File: src/rtl/prga_decrypt.sv
// -----------------------------------------------------------------------------
// prga_decrypt
//
// RC4 keystream generator and decryptor. Once key scheduling has filled the
// S-box RAM, this block takes over the single-port S bus. For each of
// MSG_LEN bytes it steps i and j, swaps S[i] and S[j] in place, reads
// S[S[i]+S[j]] as the keystream byte, and XORs it with the encrypted ROM byte.
// The result goes to the decrypted-message RAM.
//
// All three memories register address/data on a rising edge and present q in
// the following cycle. Addresses and strobes are driven combinationally from
// the state and the working registers.
//
// Ports
//   clk, rst        clock; synchronous active-high reset
//   start           level request, sampled only in IDLE
//   busy            high while a byte loop is running (owns the S bus)
//   done            high in DONE, held until start is released
//   s_addr/s_wdata/s_wren/s_rdata   S-box RAM port
//   k_addr/k_rdata                  encrypted message ROM port
//   d_addr/d_wdata/d_wren           decrypted message RAM write port
// -----------------------------------------------------------------------------
module prga_decrypt #(
    parameter int MSG_LEN = 32,
    parameter int MSG_AW  = 5
) (
    input  logic              clk,
    input  logic              rst,
    input  logic              start,
    output logic              busy,
    output logic              done,
    output logic [7:0]        s_addr,
    output logic [7:0]        s_wdata,
    output logic              s_wren,
    input  logic [7:0]        s_rdata,
    output logic [MSG_AW-1:0] k_addr,
    input  logic [7:0]        k_rdata,
    output logic [MSG_AW-1:0] d_addr,
    output logic [7:0]        d_wdata,
    output logic              d_wren
);

    // One extra bit on k so a 2^MSG_AW-byte message can still be counted.
    localparam int K_W = MSG_AW + 1;
    localparam logic [K_W-1:0] K_LAST = K_W'(MSG_LEN - 1);

    typedef enum logic [3:0] {
        ST_IDLE,
        ST_RD_I,
        ST_GET_I,
        ST_RD_J,
        ST_GET_J,
        ST_WR_I,
        ST_WR_J,
        ST_RD_F,
        ST_GET_F,
        ST_WR_D,
        ST_DONE
    } state_e;

    state_e         state_q, state_d;
    logic [7:0]     i_q, i_d;
    logic [7:0]     j_q, j_d;
    logic [7:0]     si_q, si_d;
    logic [7:0]     sj_q, sj_d;
    logic [7:0]     f_q, f_d;
    logic [7:0]     enc_q, enc_d;
    logic [K_W-1:0] k_q, k_d;

    always_ff @(posedge clk) begin
        if (rst) begin
            state_q <= ST_IDLE;
            i_q     <= '0;
            j_q     <= '0;
            si_q    <= '0;
            sj_q    <= '0;
            f_q     <= '0;
            enc_q   <= '0;
            k_q     <= '0;
        end else begin
            state_q <= state_d;
            i_q     <= i_d;
            j_q     <= j_d;
            si_q    <= si_d;
            sj_q    <= sj_d;
            f_q     <= f_d;
            enc_q   <= enc_d;
            k_q     <= k_d;
        end
    end

    always_comb begin
        state_d = state_q;
        i_d     = i_q;
        j_d     = j_q;
        si_d    = si_q;
        sj_d    = sj_q;
        f_d     = f_q;
        enc_d   = enc_q;
        k_d     = k_q;

        busy    = 1'b0;
        done    = 1'b0;
        s_addr  = '0;
        s_wdata = '0;
        s_wren  = 1'b0;
        k_addr  = '0;
        d_addr  = '0;
        d_wdata = '0;
        d_wren  = 1'b0;

        case (state_q)
            ST_IDLE: begin
                if (start) begin
                    i_d     = '0;
                    j_d     = '0;
                    k_d     = '0;
                    state_d = ST_RD_I;
                end
            end
            ST_RD_I: begin
                busy    = 1'b1;
                s_addr  = i_q + 8'd1;
                i_d     = i_q + 8'd1;
                state_d = ST_GET_I;
            end
            ST_GET_I: begin
                busy    = 1'b1;
                si_d    = s_rdata;
                j_d     = j_q + s_rdata;
                state_d = ST_RD_J;
            end
            ST_RD_J: begin
                busy    = 1'b1;
                s_addr  = j_q;
                state_d = ST_GET_J;
            end
            ST_GET_J: begin
                busy    = 1'b1;
                sj_d    = s_rdata;
                state_d = ST_WR_I;
            end
            ST_WR_I: begin
                busy    = 1'b1;
                s_addr  = i_q;
                s_wdata = sj_q;
                s_wren  = 1'b1;
                state_d = ST_WR_J;
            end
            ST_WR_J: begin
                // When i==j this rewrites the entry with its own value.
                busy    = 1'b1;
                s_addr  = j_q;
                s_wdata = si_q;
                s_wren  = 1'b1;
                state_d = ST_RD_F;
            end
            ST_RD_F: begin
                // The swap writes have landed by now, so this read sees them.
                busy    = 1'b1;
                s_addr  = si_q + sj_q;
                k_addr  = k_q[MSG_AW-1:0];
                state_d = ST_GET_F;
            end
            ST_GET_F: begin
                busy    = 1'b1;
                f_d     = s_rdata;
                enc_d   = k_rdata;
                state_d = ST_WR_D;
            end
            ST_WR_D: begin
                busy    = 1'b1;
                d_addr  = k_q[MSG_AW-1:0];
                d_wdata = f_q ^ enc_q;
                d_wren  = 1'b1;
                k_d     = k_q + K_W'(1);
                state_d = (k_q == K_LAST) ? ST_DONE : ST_RD_I;
            end
            ST_DONE: begin
                done = 1'b1;
                if (!start) begin
                    state_d = ST_IDLE;
                end
            end
            default: begin
                state_d = ST_IDLE;
            end
        endcase
    end

endmodule

File: config.mk
export PLATFORM = sky130hd
export DESIGN_NAME = prga_decrypt
export DESIGN_NICKNAME = d
export VERILOG_FILES = /design/src/rtl/prga_decrypt.sv
export SDC_FILE = /design/constraint.sdc
export NUM_CORES = 1
export LEC_CHECK = 0
export CAP_MARGIN = 30
export CORE_UTILIZATION = 25
export DETAILED_ROUTE_END_ITERATION = 16
export PLACE_DENSITY = 0.49
export SLEW_MARGIN = 20
export SYNTH_ARGS = -nofsm -noshare
export SYNTH_HDL_FRONTEND = slang
export SYNTH_SLANG_ARGS = --single-unit
File: constraint.sdc
create_clock -name clk -period 6.9 [get_ports clk]
set_clock_uncertainty 0.15 [all_clocks]
set_input_delay 0.69 -clock clk [delete_from_list [all_inputs] [get_ports clk]]
set_output_delay 0.69 -clock clk [all_outputs]
set_load 0.03 [all_outputs]
==> flow_metrics.env <==
export IMPL_status="finished, final reports clean"
export IMPL_critPathBufInv=1
export IMPL_arrival_worst_endpoint_ps=2980
export IMPL_synth_warning_count=0
export IMPL_post_route_cells_drive_above_1_share_pct=5.58
export IMPL_io_pin_count=57
export IMPL_firstDrtPassIters=4
export IMPL_drv_max_cap_violation_count=0
export IMPL_final_setup_worst_slack_ps=3080
export IMPL_fin_nets=534
export IMPL_crit_chain="nand2b_1 > nor2_1 > o2111ai_1 > o31a_1 > nand3_1 > clkdlybuf4s50_1"
export IMPL_yosysTopAreaCellShare_pct=33.6
export IMPL_pwr_share_clk_pct=52.1
export IMPL_min_delay_path_class="reg2reg"
export IMPL_cts_path_max_buffers=2
export IMPL_post_route_period_util_pct=55.4
export IMPL_globalRouteOverflowTotal=0
export IMPL_total_power_mw=1.03
export IMPL_worstSetupPathType="reg2out"
export IMPL_postRouteWirelength_um=10300
export IMPL_post_route_min_period_ps=3820
export IMPL_highest_signal_layer="met4"
export IMPL_netlist_instances=451
export IMPL_peakVddDrop_v=0.000108
export IMPL_hold_violations=0
export IMPL_dp_cells=662
export IMPL_fp_dieArea_mm2=0.0143
export IMPL_critical_path_slowest_cell="sky130_fd_sc_hd__dfxtp_1"
export IMPL_final_core_utilization_pct=34.0
export IMPL_dpl_hpwl_um=7440
export IMPL_cts_htree_levels=3
export IMPL_syn2layout_area_growth_pct=30.9
export IMPL_layout_cell_area_non_filler_mm2=0.00453
export IMPL_ys_async_sr_fraction_pct=0
export IMPL_final_antenna_net_count=0
export IMPL_cts_repair_timing_setup_buffer_count=0
export IMPL_synth_common_cells="sky130_fd_sc_hd__nand2_1, sky130_fd_sc_hd__a21oi_1, sky130_fd_sc_hd__dfxtp_1"
export IMPL_number_of_flops_mapped_to_enable_cells_by_yosys=0
export IMPL_power_switching_mw=0.258
export IMPL_power_density_over_cell_area_mw_per_mm2=226
export IMPL_clkLatencyLatePin_ps=320
export IMPL_gr_usage_all_layers_pct=15.0
export IMPL_cts_repair_resized=0
export IMPL_synthDominantAreaCellType="sky130_fd_sc_hd__dfxtp_1"
export IMPL_met3_wirelength_um=350
export IMPL_synth_fp_nets=488
export IMPL_clock_fmax_ghz=0.262
export IMPL_diodes=0
export IMPL_synth_area_per_cell_um2=7.67
export IMPL_cts_root_buffer_cell="sky130_fd_sc_hd__clkbuf_16"
export IMPL_number_of_antenna_violations_at_the_first_check_in_global_routing=0
export IMPL_cts_reportedPaths_clkPinSlew_ps=50
export IMPL_fp_row_count=42
export IMPL_clock_sinks=58
export IMPL_power_combinational_fraction_pct=12.4
export IMPL_finalSetupTns_ps=0
export IMPL_grt_first_pass_wirelength_um=16900
export IMPL_crit_path_capture_type="primary output"
export IMPL_routedWlPerCell_um=15.2
export IMPL_instances_no_fill=678
export IMPL_cell_internal_pwr_mw=0.768
export IMPL_clock_tree_from_tritoncts="yes"
export IMPL_port_buffer_count=56
export IMPL_synth_distinct_cells=55
export IMPL_worstPathMaxFanout=18
export IMPL_timing_critical_path_max_delay_family="simple AND/OR/NAND/NOR gates"
export IMPL_die_height_um=120
export IMPL_via_per_inst=4.89
export IMPL_slew_viol_final=0
export IMPL_drc=0
export IMPL_synth_yosys_seq_area_share_pct=33.6
export IMPL_drtIter0Drc=174
export IMPL_slew_headroom_pct=47.1
export IMPL_p_leak_nw=1.62
export IMPL_sw_frac_of_total_pct=25.1
export IMPL_worst_setup_path_start_kind="register"
export IMPL_synth_main_ff_cell="sky130_fd_sc_hd__dfxtp_1"
export IMPL_floorplan_die_width_um=120
export IMPL_setup_viol=0
export IMPL_whs_ps=316
export IMPL_placement_cell_area_mm2=0.00418
export IMPL_largest_incremental_delay_on_the_critical_path_ps=730
export IMPL_mappedNetlistArea_mm2=0.00346
export IMPL_hold_buffers=0
export IMPL_largest_net_degree_at_the_start_of_global_routing=37
export IMPL_wl_met1_um=5210
export IMPL_routed_via_count=3314
export IMPL_floorplan_initialDensity_pct=25.9
export IMPL_pre_cts_slack_ps=3450
export IMPL_critical_path_required_ps=6060
export IMPL_grt_pass1_vias=3188
export IMPL_globalplace_congestion=0.842
export IMPL_yosysMostFrequentCell="sky130_fd_sc_hd__nand2_1"
export IMPL_timing_worst_slew_pin_value_ps=790
export IMPL_wl_met2_um=4620
export IMPL_synth_seq_cells=58
export IMPL_grt_setup_unrepaired="no"
export IMPL_synthTopCellsByArea="sky130_fd_sc_hd__dfxtp_1, sky130_fd_sc_hd__nand2_1, sky130_fd_sc_hd__a21oi_1, sky130_fd_sc_hd__ha_1, sky130_fd_sc_hd__xnor2_1"
export IMPL_cts_buffers_inserted=9
export IMPL_seq_power_share_pct=35.5
export IMPL_core_area_mm2=0.0133
==> worst register-to-register path, delay by kind of cell (launching register included) <==
family	cells	cell delay (ps)
and+or+nand+nor	5	1080
DFF	1	730
muxes	1	320
buffers and inverters	1	190
==> per-layer routing <==
metal  vias up  GRT usage (%)
met1      1557           20.5
met3         7           3.75
met2        59           23.4
met4         0           3.91
met5         -              0
li1       1691              -
==> cell families after synthesis <==
| kind of cell | after synthesis | share of synthesized area [%] |
|---|---|---|
| and+or+nand+nor | 202 | 28.2 |
| muxes | 4 | 1.23 |
| AOI/OAI and AO/OA | 121 | 21.6 |
| xor gates and xnor gates | 20 | 5.06 |
| buffers and inverters | 28 | 3.36 |
| DFF | 58 | 33.6 |
| adders and majority gates | 18 | 6.94 |
==> power groups by stage <==
stage               Clock, mW  Sequential, mW  Combinational (mW)
floorplan                   0           0.360              0.0915
global placement            0           0.370               0.124
detailed placement          0           0.371               0.128
CTS                     0.545           0.364               0.128
global route            0.563           0.366               0.141
finish                  0.535           0.364               0.127
==> layout make-up <==
cell class | instances | area [um^2]
Sequential cell | 58 | 1160
Clock buffer | 11 | 253
Tap cell | 176 | 220
Inverter | 3 | 11.3
Timing Repair Buffer | 60 | 603
Clock inverter | 5 | 100
Multi-Input combinational cell | 365 | 2180
Fill cell | 1466 | 8820
==> worst paths after layout <==
| check | cells past startpoint | endpoint | slack, ps | startpoint |
|---|---|---|---|---|
| max | 6 | s_addr[5] | 3080 | state_q[1] |
| min reg2reg | 2 | enc_q[5] | 320 | enc_q[5] |
| max reg2reg | 7 | k_q[5] | 4370 | state_q[1] |
| min | 2 | enc_q[5] | 320 | enc_q[5] |
==> cells in the final DEF, fill, tap and decap left out, types with 4 or more instances in the layout <==
cell                              Yosys  routed
sky130_fd_sc_hd__a211oi_1             4       4
sky130_fd_sc_hd__a21o_1               5       5
sky130_fd_sc_hd__a21oi_1             60      60
sky130_fd_sc_hd__a22o_1               8       8
sky130_fd_sc_hd__and2_1              11      11
sky130_fd_sc_hd__clkbuf_16            0       9
sky130_fd_sc_hd__clkdlybuf4s50_1      0      55
sky130_fd_sc_hd__dfxtp_1             58      58
sky130_fd_sc_hd__ha_1                16      16
sky130_fd_sc_hd__nand2_1             91      91
sky130_fd_sc_hd__nand2b_1             6       6
sky130_fd_sc_hd__nand3_1             18      18
sky130_fd_sc_hd__nand4b_1             5       5
sky130_fd_sc_hd__nor2_1              36      36
sky130_fd_sc_hd__nor3_1               9       9
sky130_fd_sc_hd__o21a_1               4       4
sky130_fd_sc_hd__o21ai_0             14      14
sky130_fd_sc_hd__xnor2_1             16      16
sky130_fd_sc_hd__xor2_1               4       4
==> registers in the layout, summed over array words and instances, names as in the netlist <==
name / flops
i_q: 8
f_q: 8
state_q: 4
k_q: 6
si_q: 8
sj_q: 8
enc_q: 8
j_q: 8
Power figures use the tool's default switching activity.
